===== config.mk =====
export PLATFORM = sky130hd
export DESIGN_NAME = texture_stream_master
export DESIGN_NICKNAME = d
export VERILOG_FILES = /design/src/rtl/texture_stream_master.sv
export SDC_FILE = /design/constraint.sdc
export NUM_CORES = 1
export LEC_CHECK = 0
export ABC_AREA = 1
export BUFFER_PORTS_ARGS = -buffer_cell sky130_fd_sc_hd__buf_4
export CAP_MARGIN = 10
export CORE_AREA = 4 4 190 192
export CTS_BUF_LIST = sky130_fd_sc_hd__clkbuf_4 sky130_fd_sc_hd__clkbuf_8
export DETAILED_ROUTE_END_ITERATION = 7
export DIE_AREA = 0 0 194 196
export PLACE_DENSITY = 0.68
export SLEW_MARGIN = 40
export SYNTH_ARGS = -nofsm -noshare
export SYNTH_HDL_FRONTEND = slang
export SYNTH_SLANG_ARGS = --single-unit

===== constraint.sdc =====
create_clock -name aclk -period 2.9 [get_ports aclk]
set_input_delay 0.725 -clock aclk [delete_from_list [all_inputs] [get_ports aclk]]
set_output_delay 0.725 -clock aclk [all_outputs]
set_load 0.005 [all_outputs]

===== src/rtl/texture_stream_master.sv =====
// rtl/texture_stream_master.sv - texture upload stream: credit-limited memory reads into a FIFO, drained as an AXI-Stream.
// Reads are only issued while FIFO entries plus in-flight reads fit in FIFO_DEPTH, so responses never overflow.
module texture_stream_master #(
    parameter int STREAM_WIDTH = 32,
    parameter int ADDR_WIDTH   = 32,
    parameter int BEATS_WIDTH  = 16,
    parameter int FIFO_DEPTH   = 8
) (
    input  logic                    aclk,
    input  logic                    reset,
    input  logic                    cmd_valid,
    output logic                    cmd_ready,
    input  logic [ADDR_WIDTH-1:0]   cmd_addr,
    input  logic [BEATS_WIDTH-1:0]  cmd_beats,
    output logic                    busy,
    output logic                    mem_rd_valid,
    input  logic                    mem_rd_ready,
    output logic [ADDR_WIDTH-1:0]   mem_rd_addr,
    input  logic                    mem_rd_rvalid,
    input  logic [STREAM_WIDTH-1:0] mem_rd_rdata,
    output logic                    m_axis_tvalid,
    input  logic                    m_axis_tready,
    output logic                    m_axis_tlast,
    output logic [STREAM_WIDTH-1:0] m_axis_tdata
);
    localparam int PW = $clog2(FIFO_DEPTH);
    localparam int CW = PW + 1;
    localparam logic [ADDR_WIDTH-1:0] ADDR_STEP = ADDR_WIDTH'(STREAM_WIDTH / 8);

    typedef enum logic [1:0] {IDLE, ISSUE, DRAIN} state_t;

    state_t                  r_state;
    logic                    r_cmd_ready;
    logic                    r_busy;
    logic [ADDR_WIDTH-1:0]   r_req_addr;
    logic [BEATS_WIDTH-1:0]  r_req_left;
    logic [BEATS_WIDTH-1:0]  r_out_left;
    logic [CW-1:0]           r_outstanding;
    logic [CW-1:0]           r_count;
    logic [PW-1:0]           r_wr_ptr;
    logic [PW-1:0]           r_rd_ptr;
    logic [STREAM_WIDTH-1:0] r_mem [FIFO_DEPTH];

    logic w_cmd_hs;
    logic w_rd_hs;
    logic w_push;
    logic w_pop;
    logic w_credit;

    assign w_credit = ({1'b0, r_count} + {1'b0, r_outstanding}) < (CW + 1)'(FIFO_DEPTH);
    assign w_cmd_hs = cmd_valid && r_cmd_ready;
    assign w_rd_hs  = mem_rd_valid && mem_rd_ready;
    // Responses arriving while idle belong to a transfer dropped by reset.
    assign w_push   = mem_rd_rvalid && (r_state != IDLE);
    assign w_pop    = m_axis_tvalid && m_axis_tready;

    assign cmd_ready     = r_cmd_ready;
    assign busy          = r_busy;
    assign mem_rd_valid  = (r_state == ISSUE) && (r_req_left != '0) && w_credit;
    assign mem_rd_addr   = r_req_addr;
    assign m_axis_tvalid = (r_count != '0);
    assign m_axis_tlast  = m_axis_tvalid && (r_out_left == BEATS_WIDTH'(1));
    assign m_axis_tdata  = m_axis_tvalid ? r_mem[r_rd_ptr] : '0;

    always_ff @(posedge aclk) begin
        if (w_push) begin
            r_mem[r_wr_ptr] <= mem_rd_rdata;
        end
    end

    always_ff @(posedge aclk) begin
        if (reset) begin
            r_state       <= IDLE;
            r_cmd_ready   <= 1'b0;
            r_busy        <= 1'b0;
            r_req_addr    <= '0;
            r_req_left    <= '0;
            r_out_left    <= '0;
            r_outstanding <= '0;
            r_count       <= '0;
            r_wr_ptr      <= '0;
            r_rd_ptr      <= '0;
        end else begin
            if (w_push) begin
                r_wr_ptr <= r_wr_ptr + 1'b1;
            end
            if (w_pop) begin
                r_rd_ptr   <= r_rd_ptr + 1'b1;
                r_out_left <= r_out_left - 1'b1;
            end
            if (w_push && !w_pop) begin
                r_count <= r_count + 1'b1;
            end else if (!w_push && w_pop) begin
                r_count <= r_count - 1'b1;
            end
            if (w_rd_hs && !w_push) begin
                r_outstanding <= r_outstanding + 1'b1;
            end else if (!w_rd_hs && w_push) begin
                r_outstanding <= r_outstanding - 1'b1;
            end
            if (w_rd_hs) begin
                r_req_addr <= r_req_addr + ADDR_STEP;
                r_req_left <= r_req_left - 1'b1;
            end

            case (r_state)
                IDLE: begin
                    r_cmd_ready <= 1'b1;
                    if (w_cmd_hs && (cmd_beats != '0)) begin
                        r_req_addr  <= cmd_addr;
                        r_req_left  <= cmd_beats;
                        r_out_left  <= cmd_beats;
                        r_busy      <= 1'b1;
                        r_cmd_ready <= 1'b0;
                        r_state     <= ISSUE;
                    end
                end
                ISSUE: begin
                    if (w_rd_hs && (r_req_left == BEATS_WIDTH'(1))) begin
                        r_state <= DRAIN;
                    end
                end
                DRAIN: begin
                    if (w_pop && m_axis_tlast) begin
                        r_busy      <= 1'b0;
                        r_cmd_ready <= 1'b1;
                        r_state     <= IDLE;
                    end
                end
                default: r_state <= IDLE;
            endcase
        end
    end
endmodule

Yosys cells after proc, flatten, opt, wreduce, memory -nomap -nowiden
Memories as Yosys holds them, arrays and structs flattened. A register that Yosys moved wholly into a read port is not among the register bits.
Index checks and enable logic that the tools add are counted.
{ "word_totals": {"reg_bits": 82, "ram_bits": 256, "out_inout_bits": 69, "word_cells": 85, "memories": 1} }
{ "memory_table": {"columns": ["memory", "depth", "word_bits", "rd", "rd_ports_with_merged_regs", "write_ports", "line", "source"], "rows": [
  ["r_mem", 8, 32, 1, 1, 1, "42", "logic [STREAM_WIDTH-1:0] r_mem [FIFO_DEPTH];"]
]} }
{ "classes": {"add_sub_neg": 10, "magnitude_cmp": 1, "n_eq_ne": 7, "mux": 28, "reduce_logical": 28} }
{ "op_table": {"columns": ["operator", "n"], "rows": [
  ["$mux 32", 4],
  ["$mux 16", 6],
  ["$add 32x3->32 const B", 1],
  ["$eq 16x1->1 const B", 2],
  ["$reduce_bool 16->1", 2],
  ["$sub 16x1->16 const B", 2],
  ["$mux 4", 4],
  ["$logic_and 1x1->1", 14],
  ["$add 4x1->4 const B", 2],
  ["$reduce_bool 2->1", 4],
  ["$sub 4x1->4 const B", 2],
  ["$add 3x1->3 const B", 2],
  ["$mux 1", 6],
  ["$mux 2", 3],
  ["$mux 3", 2],
  ["$pmux 2 s3", 1],
  ["$reduce_and 3->1", 2],
  ["$add 4x4->5", 1],
  ["$lt 5x4->1 const B", 1],
  ["$ne 2x2->1 const B", 2],
  ["$pmux 1 s2", 2],
  ["$reduce_bool 4->1", 1],
  ["$logic_not 1->1", 3],
  ["$eq 2x1->1 const B", 1],
  ["other kinds (4)", 4]
]} }

Longest topological paths before layout
Gate-level depths: netlist (run 1).
{ "logic_depth": {"word_depth": 8, "ltp_mapped": 19} }

Worst setup path before layout (run 1)
OpenSTA, ideal clock, no wires.
{ "synth_timing": {"path_kind": "input -> register", "start": "input mem_rd_rvalid", "end": "memory r_mem[0][0] (enable)", "setup_ps": 421, "arrival_ps": 2423, "t_required_ps": 2479, "slack_ps": 56, "cell_stages": 4, "cell_sequence": "nand2_1 inv_1 nand2_1 nor2_1"} }
{ "synth_via": {"elab_chain_cells": 3} }
{ "synth_rtl": {"columns": ["element", "line", "source"], "rows": [
  ["start: declaration", "19", "input logic mem_rd_rvalid,"],
  ["$logic_and 1x1->1", "54", "assign w_push = mem_rd_rvalid && (r_state != IDLE);"],
  ["named net w_push", "46", "logic w_push;"],
  ["$mux 1", "66", "if (w_push) begin"],
  ["$mux 1 (not written as such)", "67", "r_mem[r_wr_ptr] <= mem_rd_rdata;"],
  ["end: declaration", "42", null]
]} }
The timed path passes the listed nets, and every way through them passes these cells.

==> key figures, run 1 <==
Run status
  • Status: completed

STA
  • Setup violations, final: 0
  • Final Cycle Share: 98.1%
  • Worst Skew: 33.9 ps
  • Pins Over Slew Limit: 0
  • Final hold viol count: 0
  • Rel. slew slack: 60.6%
  • Max Clk Rate: 0.352 GHz
  • Unrepaired setup endpoints after global routing: true
  • Slew @ Worst Pin: 590 ps
  • Setup ws final: 56.1 ps
  • Tmin final: 2840 ps
  • Setup TNS: 0 ps

Yosys
  • Post-Syn Area: 0.0163 sq mm
  • Sequential element share of the synthesized area: 57.7%
  • #FFs+latches synth: 341
  • Syn avg cell area: 8.86 sq um
  • Cells after synthesis: 1,836
  • Syn_nets: 1,940
  • Distinct cell type count after synthesis: 31
  • Syn. warnings: 0

Floorplan
  • Die Wd: 194 um
  • Die Ht: 196 um
  • Initial Util: 47.3%
  • Core Footprint: 0.0344 sq mm
  • Die Footprint: 0.0380 sq mm
  • Ports: 155
  • Site Rows: 68

Pwr
  • Switch share: 34.5%
  • Leakage power: 8.33 nW
  • VDD IR max: 488 uV
  • Pint: 0.0102 W
  • Power Dens Cells: 796 mW/mm^2
  • Logic gate share of total power: 35.4%
  • Clock power share: 27.6%
  • Sequential Power Share: 36.9%
  • NetSw: 0.00536 W

Clocking
  • Root Buffer: clkbuf_8
  • Clock latency on the worst-skew pair: 610 ps
  • H-tree levels: 2
  • Clock tree sinks: 341
  • Clock transition at path regs: 60 ps
  • CTS tree: yes
  • Clock Tree Buf Depth: 3
  • CTS hold repair buffers: 0
  • CTS Buf Count: 57

Placed design
  • RePlAce Congestion: 0.900
  • Placed cells: 2,384
  • # port buffers: 154
  • Setup WS pre-CTS: 389 ps
  • Final HPWL DP: 25,200 um

Global routing
  • Total gr overflow: 0
  • First-pass GRT wire length: 65,200 um
  • Pin count of the biggest net entering global routing: 51
  • Vias in the first global route: 12,600
  • Initial antenna violation count: 2
  • Total Routing Usage GR: 20.8%

Finish
  • Layout Area Growth over Synthesis: 20.2%
  • Layout cells sized above 1: 16.1%
  • Fill cells: 3,041
  • Non-Filler Instances: 2,501
  • N_diodes: 0
  • Nets@finish: 2,108

Route
  • Remaining DRCs: 0
  • DR pass1 iterations: 5
  • Final WL: 42,300 um
  • Via count: 13,100
  • M1 WL: 17,700 um
  • Top Layer Used: met5
  • Met2 WL: 20,300 um
  • Routed Antenna Nets: 0
  • Drt initial violations: 1,055
  • DR vias/cell: 5.23
  • Met3 WL: 3370 um
  • WL/cell: 16.9 um

Run
  • Max Cap Viol: 0

Setup path
  • Worst setup EP type: output pin
  • R2R depth: 16
  • CP Launch Type: flop
  • Worst EP required: 2170 ps
  • Max Fanout on Critical Path: 12
  • R2r setup slk: 490 ps
  • CP Class: reg -> out
  • Worst Path Arrival: 2120 ps

Worst hold path
  • Worst hold stages: 1
  • HP Class: in -> reg
cell type report:
cell class	count	area (sq um)	area share [%]
flip-flops and latches	341	9400	48.1
multi-input cells	1180	5740	29.4
repair buffers	201	1840	9.42
clock buffers	73	923	4.72
inverters	223	845	4.32
well taps	455	569	2.91
clock inverters	28	228	1.17
state kept, by name, summed over array words and instances (netlist names), named ones only:
| signal | cells |
|---|---|
| r_outstanding | 4 |
| cmd_ready | 1 |
| r_state | 2 |
| r_count | 4 |
| r_wr_ptr | 3 |
| mem_rd_addr | 32 |
| r_mem | 256 |
| busy | 1 |
| r_out_left | 16 |
| r_req_left | 16 |
| r_rd_ptr | 3 |
worst max-delay path, cell delays in order, from the launching register on:
cell	delay [ps]
dfxtp_4	450
buf_12	130
clkbuf_16	170
nor2_1	60
o32ai_1	330
nor2_1	140
nor2_1	130
buf_4	110
kinds of logic (layout without fill, tap and decap cells):
| family | Yosys count | after routing | synth area share, % |
|---|---|---|---|
| compound gates | 200 | 200 | 7.63 |
| xor+xnor | 32 | 32 | 1.72 |
| fa+ha+maj | 18 | 18 | 1.48 |
| buf+inv | 315 | 525 | 7.89 |
| flops | 341 | 341 | 57.7 |
| mux | 1 | 1 | 0.0616 |
| simple gates | 929 | 929 | 23.5 |
power groups by stage:
| stage | Clock [W] | Sequential, W | Combinational [W] |
|---|---|---|---|
| 6_report | 0.00430 | 0.00575 | 0.00551 |
| 5_1_grt | 0.00464 | 0.00578 | 0.00610 |
| 4_1_cts | 0.00441 | 0.00575 | 0.00500 |
| 3_5_place_dp | 0 | 0.00587 | 0.00473 |
| 3_3_place_gp | 0 | 0.00586 | 0.00463 |
| 2_1_floorplan | 0 | 0.00572 | 0.00310 |
worst paths after layout:
check / start / end
min: mem_rd_rdata[30] / r_mem[4][30]
max: flop / m_axis_tdata[21]
max reg2reg: r_req_left[0] / r_outstanding[3]
min reg2reg: mem_rd_addr[0] / mem_rd_addr[0]
layer usage:
| metal | global-route usage, % | vias up |
|---|---|---|
| met5 | 0 | - |
| met4 | 5.42 | 4 |
| met3 | 4.29 | 82 |
| met2 | 34.8 | 492 |
| met1 | 27.9 | 6089 |
| li1 | - | 6424 |
cells in the mapped netlist:
library cell,n,area share (%)
xnor2_1,8,0.43
nand3b_1,4,0.18
buf_6,8,0.55
nor2_4,2,0.14
nor4_1,1,0.038
nand3_2,2,0.12
and3_1,2,0.077
fa_1,2,0.25
inv_2,4,0.092
dfxtp_1,85,10
o21ai_0,91,2.8
o32ai_1,64,3.4
edfxtp_1,256,47
a21oi_1,23,0.71
nor2_2,5,0.19
xor2_1,24,1.3
ha_1,16,1.2
buf_1,10,0.23
nand2_4,1,0.069
inv_1,219,5.1
nand3_1,87,2.7
mux2i_1,1,0.062
o21ai_1,22,0.68
nor2_1,380,8.8
nor3_1,5,0.15
nand2_2,1,0.038
buf_2,30,0.92
clkbuf_1,43,0.99
nand2_1,382,8.8
buf_4,1,0.046
nand4_1,57,2.2
per-stage QoR:
stage | hold slack [ps] | power, W | util, % | cell area [sq um]
2_1_floorplan | 448 | 0.00882 | - | 16300
3_3_place_gp | 455 | 0.0105 | 52.3 | 18000
3_5_place_dp | 459 | 0.0106 | 52.3 | 18000
4_1_cts | 281 | 0.0152 | 55.9 | 19200
5_1_grt | 286 | 0.0165 | 56.9 | 19500
6_report | 334 | 0.0156 | 56.9 | 19500
repair_timing:
item	4_1_cts	5_1_grt
pin swaps	0	9
gates cloned	2	7
setup buffers	1	6
endpoints found under the setup margin	25	30
gates resized for setup	5	22
cells in the final DEF, fill, tap and decap left out, types with 3 or more instances in the layout:
| cell type | synthesis | layout |
|---|---|---|
| edfxtp_1 | 256 | 256 |
| o21ai_0 | 91 | 89 |
| o32ai_1 | 64 | 55 |
| buf_8 | 0 | 3 |
| inv_1 | 219 | 218 |
| buf_12 | 0 | 10 |
| nand3b_1 | 4 | 4 |
| buf_16 | 0 | 4 |
| clkinv_2 | 0 | 11 |
| nor3_1 | 5 | 5 |
| nor2_2 | 5 | 7 |
| o21ai_1 | 22 | 24 |
| o32ai_2 | 0 | 9 |
| clkbuf_4 | 0 | 13 |
| dfxtp_1 | 85 | 83 |
| clkbuf_8 | 0 | 60 |
| xor2_1 | 24 | 24 |
| nand4_1 | 57 | 57 |
| nand3_1 | 87 | 86 |
| xnor2_1 | 8 | 8 |
| inv_2 | 4 | 4 |
| buf_4 | 1 | 178 |
| nor2_1 | 380 | 369 |
| ha_1 | 16 | 16 |
| bufinv_16 | 0 | 3 |
| a21oi_1 | 23 | 23 |
| nor2_4 | 2 | 11 |
| nand2_1 | 382 | 382 |
| clkbuf_16 | 0 | 6 |
| clkinv_1 | 0 | 11 |
Power figures use the tool's default switching activity.
==> run 2: changes to the inputs <==
--- a/config.mk
+++ b/config.mk
@@ -8,11 +8,11 @@
 export ABC_AREA = 1
 export BUFFER_PORTS_ARGS = -buffer_cell sky130_fd_sc_hd__buf_4
 export CAP_MARGIN = 10
-export CORE_AREA = 4 4 190 192
+export CORE_AREA = 4 4 176 178
 export CTS_BUF_LIST = sky130_fd_sc_hd__clkbuf_4 sky130_fd_sc_hd__clkbuf_8
 export DETAILED_ROUTE_END_ITERATION = 7
-export DIE_AREA = 0 0 194 196
-export PLACE_DENSITY = 0.68
+export DIE_AREA = 0 0 180 182
+export PLACE_DENSITY = 0.78
 export SLEW_MARGIN = 40
 export SYNTH_ARGS = -nofsm -noshare
 export SYNTH_HDL_FRONTEND = slang
==> run 2 against run 1 <==
Critical endpoint is now m_axis_tdata[11]; largest cell class unchanged; cell area fell by 1.1%; clock power fell by 4.9%; largest power group unchanged; combinational power fell by 3.6%.
==> key figures, run 2 (synthesis gave the netlist of run 1 again) <==
Run status
  • Status: completed

Clocking
  • CTS Buf Count: 54
  • Clock tree sinks: 341
  • Root Buffer: clkbuf_8
  • H-tree levels: 2
  • Clock latency on the worst-skew pair: 600 ps
  • Clock Tree Buf Depth: 3
  • CTS hold repair buffers: 0
  • CTS tree: yes
  • Clock transition at path regs: 60 ps

Global routing
  • First-pass GRT wire length: 64,200 um
  • Initial antenna violation count: 1
  • Total gr overflow: 0
  • Vias in the first global route: 12,900
  • Pin count of the biggest net entering global routing: 65
  • Total Routing Usage GR: 23.6%

STA
  • Final Cycle Share: 98.4%
  • Slew @ Worst Pin: 625 ps
  • Worst Skew: 33.1 ps
  • Setup ws final: 46.4 ps
  • Tmin final: 2850 ps
  • Rel. slew slack: 58.3%
  • Max Clk Rate: 0.350 GHz
  • Unrepaired setup endpoints after global routing: true
  • Final hold viol count: 0
  • Setup violations, final: 0
  • Pins Over Slew Limit: 0

Pwr
  • Power Dens Cells: 784 mW/mm^2
  • Logic gate share of total power: 35.1%
  • Switch share: 34.4%
  • Pint: 0.00993 W
  • Total power: 0.0151 W
  • NetSw: 0.00521 W
  • Leakage power: 8.26 nW
  • VDD IR max: 420 uV
  • Sequential Power Share: 38.0%
  • Clock power share: 27.0%

Finish
  • N_diodes: 0
  • Max reg flops: 256
  • Layout Area Growth over Synthesis: 18.8%
  • Nets@finish: 2,102
  • Final Instance Area: 0.0193 sq mm
  • Layout cells sized above 1: 15.8%
  • Most frequent cells in the layout: nand2_1 (382), nor2_1 (370), edfxtp_1 (256), inv_1 (217), buf_4 (176)
  • Most common cell after layout, fill and taps aside: nand2_1
  • Most flop-heavy register: r_mem
  • Fill cells: 2,310

Setup path
  • Worst EP required: 2170 ps
  • CP Launch Type: flop
  • Worst Path Arrival: 2130 ps
  • Max Fanout on Critical Path: 32
  • Worst setup EP type: output pin
  • CP Class: reg -> out
  • R2r setup slk: 460 ps

Run
  • Max Cap Viol: 0

Route
  • Routed Antenna Nets: 0
  • Via count: 13,200
  • Final WL: 41,100 um
  • DR vias/cell: 5.43
  • DR pass1 iterations: 5
  • WL/cell: 16.9 um
  • Remaining DRCs: 0
  • Drt initial violations: 1,214

Placed design
  • RePlAce Congestion: 0.893
  • Placed Area: 0.0180 sq mm
  • Setup WS pre-CTS: 441 ps
  • # port buffers: 154
  • Final HPWL DP: 24,600 um

Floorplan
  • Die Wd: 180 um
  • Initial Util: 55.3%
  • Die Footprint: 0.0328 sq mm
  • Die Ht: 182 um
  • Site Rows: 63
  • Ports: 155
  • Core Footprint: 0.0294 sq mm

Worst hold path
  • HP Class: in -> reg
[run 2: area by class of cell]
class | instances | area, sq um | area share [%]
Clock buffer | 81 | 965 | 4.99
Tap cell | 390 | 488 | 2.53
Timing Repair Buffer | 198 | 1790 | 9.27
Sequential cell | 341 | 9400 | 48.6
Clock inverter | 18 | 128 | 0.660
Inverter | 223 | 846 | 4.38
Multi-Input combinational cell | 1180 | 5710 | 29.5
[run 2: what timing repair did]
| action | in CTS | in global routing |
|---|---|---|
| gates cloned | 2 | 4 |
| gates resized for setup | 0 | 15 |
| endpoints found under the setup margin | 28 | 21 |
| buffers inserted | 3 | 2 |
| pin swaps | 1 | 7 |
[run 2: per-stage QoR]
stage          utilization (%)  TNS [ps]  cells  hold slack [ps]
2_1_floorplan                -         0   1836              448
3_3_place_gp              61.1         0   2322              458
3_5_place_dp              61.1         0   2322              464
4_1_cts                   65.2         0   2426              334
5_1_grt                   65.7     -63.3   2431              330
6_report                  65.7         0   2431              362
[run 2: critical path, stage by stage (launching register included)]
cell and delay, ps:
dfxtp_4 380, inv_6 150, buf_16 210, nor2_1 70
o32ai_1 280, o21ai_1 90, nor2_1 190, buf_4 150
[run 2: power groups by stage]
| stage | Sequential (W) | Combinational (W) | Clock (W) |
|---|---|---|---|
| 2_1_floorplan | 0.00572 | 0.00310 | 0 |
| 3_3_place_gp | 0.00590 | 0.00461 | 0 |
| 3_5_place_dp | 0.00591 | 0.00476 | 0 |
| 4_1_cts | 0.00576 | 0.00504 | 0.00414 |
| 5_1_grt | 0.00577 | 0.00589 | 0.00440 |
| 6_report | 0.00575 | 0.00531 | 0.00409 |
[run 2: final timing paths]
| path | endpoint | startpoint | cells past startpoint |
|---|---|---|---|
| worst min-delay path | r_mem[7][18] | mem_rd_rdata[18] | 1 |
| worst min register to register | busy | busy | 2 |
| worst max register to register | r_outstanding[3] | r_req_left[0] | 16 |
| worst max-delay path | m_axis_tdata[11] | flop | 7 |
[run 2: layer usage]
layer / vias up / GRT usage (%) / part of all wire, %
met2: 510 / 40.3 / 48
met1: 6201 / 30.4 / 41
met4: 2 / 7.77 / 2.2
met5: - / 0 / 0.032
met3: 82 / 4.95 / 8.5
li1: 6410 / - / -
==> run 3: changes to the inputs <==
--- a/config.mk
+++ b/config.mk
@@ -8,11 +8,11 @@
 export ABC_AREA = 1
 export BUFFER_PORTS_ARGS = -buffer_cell sky130_fd_sc_hd__buf_4
 export CAP_MARGIN = 10
-export CORE_AREA = 4 4 176 178
+export CORE_AREA = 4 4 167 169
 export CTS_BUF_LIST = sky130_fd_sc_hd__clkbuf_4 sky130_fd_sc_hd__clkbuf_8
 export DETAILED_ROUTE_END_ITERATION = 7
-export DIE_AREA = 0 0 180 182
-export PLACE_DENSITY = 0.78
+export DIE_AREA = 0 0 171 173
+export PLACE_DENSITY = 0.82
 export SLEW_MARGIN = 40
 export SYNTH_ARGS = -nofsm -noshare
 export SYNTH_HDL_FRONTEND = slang
==> constraint.sdc (replaced) <==
create_clock -name aclk -period 2.7 [get_ports aclk]
set_input_delay 0.675 -clock aclk [delete_from_list [all_inputs] [get_ports aclk]]
set_output_delay 0.675 -clock aclk [all_outputs]
set_load 0.005 [all_outputs]
==> run 3 against run 2 <==
Global-route usage grew 3.7 points; sequential share of layout area shrank 2.1 points; combinational power grew 38%; die area shrank 9.7%; the flow now finishes with violations (negative setup slack); count of clock-buffer cells in the layout shrank 16; flip-flop and latch count is the same; critical path type unchanged; critical endpoint is now m_axis_tdata[27].
==> key figures, run 3 (synthesis gave the netlist of run 1 again) <==
Setup path
  • Critical Path, Cell by Cell: buf_12, buf_12, clkbuf_16, nor2_1, o32ai_2, o21ai_1, nor2_1, buf_4
  • R2r endpoint: r_outstanding[3]
  • R2R depth: 17
  • Worst EP required: 2030 ps
  • CP Class: reg -> out
  • R2r startpoint: r_outstanding[1]
  • CP Launch Type: flop
  • CP max stage delay: 440 ps
  • Worst setup EP type: output pin
  • Max Fanout on Critical Path: 6
  • Top cell family by delay on the critical path: buffers and inverters
  • Worst Path Arrival: 2250 ps
  • Buf/Inv on CP: 4
  • CP max-delay cell: dfxtp_4
  • R2r setup slk: 150 ps

Placed design
  • Setup WS pre-CTS: 256 ps
  • # port buffers: 154
  • Final HPWL DP: 23,800 um
  • RePlAce Congestion: 0.915

Floorplan
  • Die Wd: 171 um
  • Ports: 155
  • Die Footprint: 0.0296 sq mm
  • Initial Util: 61.2%
  • Site Rows: 60
  • Die Ht: 173 um
  • Core Footprint: 0.0266 sq mm

Global routing
  • Vias in the first global route: 13,000
  • Total gr overflow: 0
  • Total Routing Usage GR: 27.3%
  • First-pass GRT wire length: 65,600 um
  • Initial antenna violation count: 0
  • Pin count of the biggest net entering global routing: 51

Worst hold path
  • Worst hold stages: 1
  • Hold EP: r_mem[3][25]
  • HP Start: mem_rd_rdata[25]
  • HP Class: in -> reg

STA
  • Setup ws final: -222 ps
  • Tmin final: 2920 ps
  • Rel. slew slack: 63.8%
  • Setup violations, final: 25
  • Max Clk Rate: 0.342 GHz
  • Unrepaired setup endpoints after global routing: true
  • Setup TNS: -2450 ps
  • Worst Skew: 40.4 ps
  • Final Cycle Share: 108%
  • Pins Over Slew Limit: 0
  • Slew @ Worst Pin: 543 ps
  • Final hold viol count: 0
  • Min Hold Slack: 292 ps

Route
  • Remaining DRCs: 0
  • DR vias/cell: 5.92
  • Routed Antenna Nets: 0
  • WL/cell: 20.0 um
  • Top Layer Used: met4
  • Via count: 14,200
  • Final WL: 48,000 um
  • Met2 WL: 22,900 um
  • Drt initial violations: 1,776
  • Met3 WL: 5570 um
  • DR pass1 iterations: 6
  • M1 WL: 17,300 um

Pwr
  • Total power: 0.0180 W
  • Leakage power: 8.60 nW
  • Power Dens Cells: 892 mW/mm^2
  • VDD IR max: 552 uV

Finish
  • Fill cells: 1,676
  • Most flop-heavy register: r_mem
  • N_diodes: 0
  • Most common cell after layout, fill and taps aside: nand2_1
  • Most frequent cells in the layout: nand2_1 (382), nor2_1 (344), edfxtp_1 (256), inv_1 (218), buf_4 (176)
  • Max reg flops: 256
  • Nets@finish: 2,123
  • Layout Area Growth over Synthesis: 24.3%
  • Post-layout util: 76.0%
  • Layout cells sized above 1: 20.3%

Clocking
  • Clock tree sinks: 341
  • CTS Buf Count: 53
  • Clock transition at path regs: 70 ps
  • Root Buffer: clkbuf_8
  • Clock Tree Buf Depth: 3
  • H-tree levels: 2
  • CTS tree: yes
  • Clock latency on the worst-skew pair: 600 ps

Run status
  • Status: finished with violations
  • Failing checks: negative setup slack

Run
  • Max Cap Viol: 0
-- run 3: changes by cell type in the layout (fill, tap and decap cells not counted), moves of 7 or more --
cell       previous run  this run
o21ai_1              22        48
nor2_2                6        30
clkbuf_16             4        12
clkbuf_4             24        12
o21ai_2               0        14
o32ai_2               6        40
buf_16                3        10
nor2_1              370       344
o32ai_1              58        23
o21ai_0              91        48
-- run 3: where the power goes --
part | leakage (nW) | internal, W | switching, W | total (W)
combinational | 5.03 | 0.00321 | 0.00411 | 0.00732
clock | 0.566 | 0.00241 | 0.00212 | 0.00453
sequential | 3.00 | 0.00587 | 0.000308 | 0.00618
-- run 3: worst reg2reg max path, delay by kind of cell (launching register included) --
family          cells  cell delay, ps
simple gates        8             550
compound gates      2             330
flops               1             430
buf+inv             3             230
fa+ha+maj           3             750
xor+xnor            1             190
-- run 3: repair_timing --
item	4_1_cts	5_1_grt
endpoints found under the setup margin	29	35
gates resized for setup	28	131
endpoints found under the hold margin	0	0
hold buffers	0	0
pin swaps	3	61
buffers inserted	5	10
cloned	6	15
-- run 3: how the worst max path moves through the flow --
stage | from | end | slack (ps) | cells past startpoint
6_report | flop | m_axis_tdata[27] | -220 | 8
3_5_place_dp | r_req_left[0] | r_outstanding[3] | 260 | 16
5_1_grt | flop | m_axis_tdata[19] | -260 | 8
2_1_floorplan | mem_rd_rvalid | r_mem[0][0] | -90 | 4
3_3_place_gp | mem_rd_rvalid | r_count[3] | 340 | 12
4_1_cts | flop | m_axis_tdata[27] | -6 | 7
-- run 3: cell type report --
cell class | instances | area (sq um) | area share, %
Tap cell | 341 | 427 | 2.11
Clock buffer | 65 | 820 | 4.06
Sequential cell | 341 | 9400 | 46.5
Clock inverter | 31 | 265 | 1.31
Timing Repair Buffer | 220 | 2300 | 11.4
Inverter | 223 | 850 | 4.20
Multi-Input combinational cell | 1180 | 6150 | 30.4
-- run 3: routing by layer --
layer / vias to the layer above / GRT usage [%]
li1: 6467 / -
met1: 6528 / 35.6
met2: 1023 / 46.4
met3: 197 / 4.92
met4: 0 / 8.98
met5: - / 0
-- run 3: metrics by stage --
stage | instances | instance area, sq um
floorplan | 1836 | 16300
global placement | 2269 | 17900
detailed placement | 2269 | 17900
CTS | 2376 | 19300
global route | 2401 | 20200
finish | 2401 | 20200
